File: src/rtl/multicycle_control.sv
// Multi-cycle sequencer for the RV32I-subset core. A Moore FSM that walks
// each instruction through fetch/decode/execute/memory/writeback and drives
// every datapath select, write enable and memory handshake.
module multicycle_control (
    input  logic        clk,
    input  logic        rst,
    input  logic [31:0] Instr,
    input  logic        EQ,
    input  logic        MemReady,
    output logic        MemReq,
    output logic        MemWrite,
    output logic        AdrSrc,
    output logic        IRWrite,
    output logic        PCWrite,
    output logic        RegWrite,
    output logic [1:0]  ALUSrcA,
    output logic [1:0]  ALUSrcB,
    output logic [1:0]  ResultSrc,
    output logic [1:0]  ImmSrc,
    output logic [2:0]  ALUctrl,
    output logic        InstrDone,
    output logic        Illegal
);

    typedef enum logic [3:0] {
        StFetch,
        StDecode,
        StMemAdr,
        StMemRead,
        StMemWb,
        StMemWrite,
        StExecR,
        StExecI,
        StAluWb,
        StBranch,
        StJal,
        StTrap
    } state_e;

    localparam logic [6:0] OpLoad   = 7'b0000011;
    localparam logic [6:0] OpStore  = 7'b0100011;
    localparam logic [6:0] OpRtype  = 7'b0110011;
    localparam logic [6:0] OpItype  = 7'b0010011;
    localparam logic [6:0] OpBranch = 7'b1100011;
    localparam logic [6:0] OpJal    = 7'b1101111;

    state_e      state_q, state_d;
    logic [6:0]  op;
    logic [2:0]  funct3;
    logic        funct7b5;
    logic [1:0]  aluop;

    // Raw enables before reset gating.
    logic        mem_req, mem_write, ir_write, pc_write, reg_write, instr_done;

    logic        unused_instr;

    assign op       = Instr[6:0];
    assign funct3   = Instr[14:12];
    assign funct7b5 = Instr[30];

    assign unused_instr = ^{Instr[31], Instr[29:15], Instr[11:7]};

    // State register; synchronous reset returns to fetch.
    always_ff @(posedge clk) begin
        if (rst) begin
            state_q <= StFetch;
        end else begin
            state_q <= state_d;
        end
    end

    // Next-state and per-state output decode.
    always_comb begin
        state_d    = state_q;
        mem_req    = 1'b0;
        mem_write  = 1'b0;
        AdrSrc     = 1'b0;
        ir_write   = 1'b0;
        pc_write   = 1'b0;
        reg_write  = 1'b0;
        instr_done = 1'b0;
        Illegal    = 1'b0;
        ALUSrcA    = 2'b00;
        ALUSrcB    = 2'b00;
        ResultSrc  = 2'b00;
        aluop      = 2'b00;

        unique case (state_q)
            StFetch: begin
                mem_req   = 1'b1;
                ALUSrcB   = 2'b10;
                ResultSrc = 2'b10;
                ir_write  = MemReady;
                pc_write  = MemReady;
                if (MemReady) state_d = StDecode;
            end
            StDecode: begin
                // Precompute branch/jump target into ALUOut.
                ALUSrcA = 2'b01;
                ALUSrcB = 2'b01;
                case (op)
                    OpLoad, OpStore: state_d = StMemAdr;
                    OpRtype:         state_d = StExecR;
                    OpItype:         state_d = StExecI;
                    OpBranch:        state_d = (funct3[2:1] == 2'b00) ? StBranch : StTrap;
                    OpJal:           state_d = StJal;
                    default:         state_d = StTrap;
                endcase
            end
            StMemAdr: begin
                ALUSrcA = 2'b10;
                ALUSrcB = 2'b01;
                state_d = op[5] ? StMemWrite : StMemRead;
            end
            StMemRead: begin
                mem_req = 1'b1;
                AdrSrc  = 1'b1;
                if (MemReady) state_d = StMemWb;
            end
            StMemWb: begin
                ResultSrc  = 2'b01;
                reg_write  = 1'b1;
                instr_done = 1'b1;
                state_d    = StFetch;
            end
            StMemWrite: begin
                mem_req    = 1'b1;
                mem_write  = 1'b1;
                AdrSrc     = 1'b1;
                instr_done = MemReady;
                if (MemReady) state_d = StFetch;
            end
            StExecR: begin
                ALUSrcA = 2'b10;
                aluop   = 2'b10;
                state_d = StAluWb;
            end
            StExecI: begin
                ALUSrcA = 2'b10;
                ALUSrcB = 2'b01;
                aluop   = 2'b10;
                state_d = StAluWb;
            end
            StAluWb: begin
                reg_write  = 1'b1;
                instr_done = 1'b1;
                state_d    = StFetch;
            end
            StBranch: begin
                ALUSrcA    = 2'b10;
                aluop      = 2'b01;
                instr_done = 1'b1;
                // funct3[0] selects bne (taken on not-equal) over beq.
                pc_write   = funct3[0] ? ~EQ : EQ;
                state_d    = StFetch;
            end
            StJal: begin
                ALUSrcA  = 2'b01;
                ALUSrcB  = 2'b10;
                pc_write = 1'b1;
                state_d  = StAluWb;
            end
            StTrap: begin
                Illegal = 1'b1;
            end
            default: begin
                state_d = StFetch;
            end
        endcase
    end

    // ALU operation from the per-state ALUop and the instruction function bits.
    always_comb begin
        ALUctrl = 3'b000;
        case (aluop)
            2'b01: ALUctrl = 3'b001;
            2'b10: begin
                case (funct3)
                    3'b010:  ALUctrl = 3'b101;
                    3'b110:  ALUctrl = 3'b011;
                    3'b111:  ALUctrl = 3'b010;
                    3'b000:  ALUctrl = (funct7b5 & op[5]) ? 3'b001 : 3'b000;
                    default: ALUctrl = 3'b000;
                endcase
            end
            default: ALUctrl = 3'b000;
        endcase
    end

    // Immediate format depends only on the opcode.
    always_comb begin
        case (op)
            OpStore:  ImmSrc = 2'b01;
            OpBranch: ImmSrc = 2'b10;
            OpJal:    ImmSrc = 2'b11;
            default:  ImmSrc = 2'b00;
        endcase
    end

    // Reset suppresses every commit so an interrupted instruction never writes.
    assign MemReq    = mem_req & ~rst;
    assign MemWrite  = mem_write & ~rst;
    assign IRWrite   = ir_write & ~rst;
    assign PCWrite   = pc_write & ~rst;
    assign RegWrite  = reg_write & ~rst;
    assign InstrDone = instr_done & ~rst;

endmodule

File: config.mk
export PLATFORM = sky130hd
export DESIGN_NAME = multicycle_control
export DESIGN_NICKNAME = d
export VERILOG_FILES = /design/src/rtl/multicycle_control.sv
export SDC_FILE = /design/constraint.sdc
export NUM_CORES = 1
export LEC_CHECK = 0
export CAP_MARGIN = 10
export CORE_UTILIZATION = 35
export CTS_BUF_LIST = sky130_fd_sc_hd__clkbuf_8 sky130_fd_sc_hd__clkbuf_16
export DETAILED_ROUTE_END_ITERATION = 10
export PLACE_DENSITY = 0.94
export SLEW_MARGIN = 20
export SYNTH_ARGS = -nofsm -noshare
export SYNTH_HDL_FRONTEND = slang
export SYNTH_SLANG_ARGS = --single-unit
File: constraint.sdc
create_clock -name clk -period 3.7 [get_ports clk]
set_input_delay 0.74 -clock clk [delete_from_list [all_inputs] [get_ports clk]]
set_output_delay 0.74 -clock clk [all_outputs]
set_load 0.03 [all_outputs]
==> metrics.txt <==
post-CTS sizing 0; library cells used by synthesis 34; Final Power roughly 0.41 mW; count of final setup violators 0; Worst Path Arrival ~2.8 ns; io pins 55; Startpoint Class input pin; CP max stage delay between 0.7 and 0.8 ns; gpl congestion ~0.79; diode count 0; port bufs 33; post-route design area around 0.0010 mm²; clk_lat worst skew about 0.21 ns; Reg clk slew, reported paths 0.03 ns; Final Util 0.593; Max Cap Viol 0; core area ~0.0018 mm²; Final Non-Filler Cells 159; sequential area share after synthesis 0.119; synthesis-stage register bit count 4; CP delay by family, top buffers and inverters; DP Worst Slack between 0.15 and 0.2 ns; critical path depth 4; Tmin final around 3.5 ns; Vias/cell approximately 5.3; max FFs per register 4; worst-path maximum fanout 6; FMAX 284 MHz; post-CTS setup buffer count 0; post-synth top area share 0.119; mapped cell area 671 µm²; commonest non-fill, non-tap cells in the layout clkdlybuf4s50_1, nor2_1, nand2_1, nor3_1; Hold Crit Depth 3; Setup CP Type in -> out; Top FF cell, synth dfxtp_1; power per cell area about 400 mW/mm²; largest net degree at the start of global routing 21; # rows 15; Worst-Margin Slew slightly below 0.7 ns; CP endpoint kind output pin; # H-tree levels 1; Total Nets Final between 150 and 200; Yosys Warn Count 0; Die Y-Extent between 40 and 50 µm; Area contributors post-synth dfxtp_1, nor2_1, nor3_1, nand2b_1, nand2_1; DRC Markers 0; post-route ant nets 0; final slew viol count 0; share of post-route cells with drive strength above 1 0.0672; worst-path cell chain clkdlybuf4s50_1 -> or3_1 -> a2111oi_1 -> clkdlybuf4s50_1; vias in the first global route ~750; Hold Vio Cnt, Final 0; Placed Area around 0.001 mm²; total CTS buffers 3; total vias in the final route approximately 850; cell count after placement ~160; leakage roughly 0.38 nW; Max Clock Skew between 0.003 and 0.004 ns; Worst R2R Path Depth 3; VDD IR max approximately 0.00022 V; first-pass GRT wire length 3.11 mm; Hold Buf Count CTS 0; synthesized area per cell ~6.5 µm²; Top reg by flops state_q; Synth async-reset ratio 0; Fin Setup TNS 0 ns; reg2reg setup slack between 2 and 2.5 ns; Initial DRC Count 19; commonest non-fill, non-tap cell in the layout clkdlybuf4s50_1; Syn Nets 141; RSZ-0062 raised after global routing no; WP buf/inv 2; WP data required about 3 ns; status finished, final reports clean; clock sinks 4; gr ovfl total 0; HP Class reg -> reg; CTS tree built; gr usage total 0.199; Initial Utilization 0.380; Clock Path Buffers 2; clock root buffer clkbuf_8; worst rel slew slack 0.550; initial antenna violation count 0; WHS 0.648 ns; die area between 0.002 and 0.0025 mm²; Regs by FF count state_q (4); TritonRoute pass-1 iters 4; fin crit share 0.951; Slowest-stage cell, CP clkdlybuf4s50_1; wire per inst around 12 µm; Final HPWL DP approximately 1.5 mm; Area Growth Syn to Fin 56.0%; area leader, netlist dfxtp_1; Routed WL around 1.9 mm; EDFF count, synth 0; Final WS setup 0.180 ns; Top cell by count, worst path clkdlybuf4s50_1; Die Wd roughly 46 µm; Cells after Synth ~100
cells in the mapped netlist (3+ instances only):
cell and instances:
nand2_1 9, nor2_1 12, o21ai_1 5, nand2b_1 6, nor2b_1 4, nor3_1 8
nand3_1 3, dfxtp_1 4, a31oi_1 4, a21oi_1 4, buf_2 4, xnor2_1 3
a211oi_1 3, buf_4 4, inv_1 6
final timing paths:
check                                from                      end
hold reg to reg   state_q[2]$_SDFFE_PP0P_  state_q[3]$_SDFFE_PP0P_
setup / recovery                 Instr[2]                ImmSrc[0]
setup reg to reg  state_q[3]$_SDFFE_PP0P_  state_q[0]$_SDFFE_PP0P_
hold / removal    state_q[2]$_SDFFE_PP0P_  state_q[3]$_SDFFE_PP0P_
worst min-delay path, cell delays in order (launching register included):
cell,delay [ns]
dfxtp_1,0.34
nor2_1,0.09
nand2b_1,0.08
a221oi_1,0.07
metal layers:
layer / track usage / wire length, µm / vias up
met1: 0.231 / 811 / 374
met5: 0 / 0 / -
met4: 0.00588 / 0 / 0
li1: - / - / 431
met3: 0.0397 / 115 / 0
met2: 0.389 / 1010 / 43
cells by family after synthesis:
group | Yosys count | share of synthesized area
flops | 4 | 0.119
buf+inv | 15 | 0.114
fa+ha+maj | 2 | 0.0373
simple gates | 51 | 0.394
compound gates | 25 | 0.256
xor+xnor | 5 | 0.0653
mux | 1 | 0.0149
report_power, final:
group	internal (mW)	switching (mW)	total (mW)
Clock	0.0691	0.0199	0.0890
Sequential	0.0506	0.0149	0.0655
Combinational	0.111	0.148	0.260
Total	0.231	0.183	0.414
final cells by class:
cell class              instances  area, µm²
clock buffers                   3       41.3
repair buffers                 36        353
inverters                       7       26.3
flip-flops and latches          4       80.1
fillers                       186        718
multi-input cells              84        514
well taps                      25       31.3
Note: power is estimated with default switching activity, not from simulation.
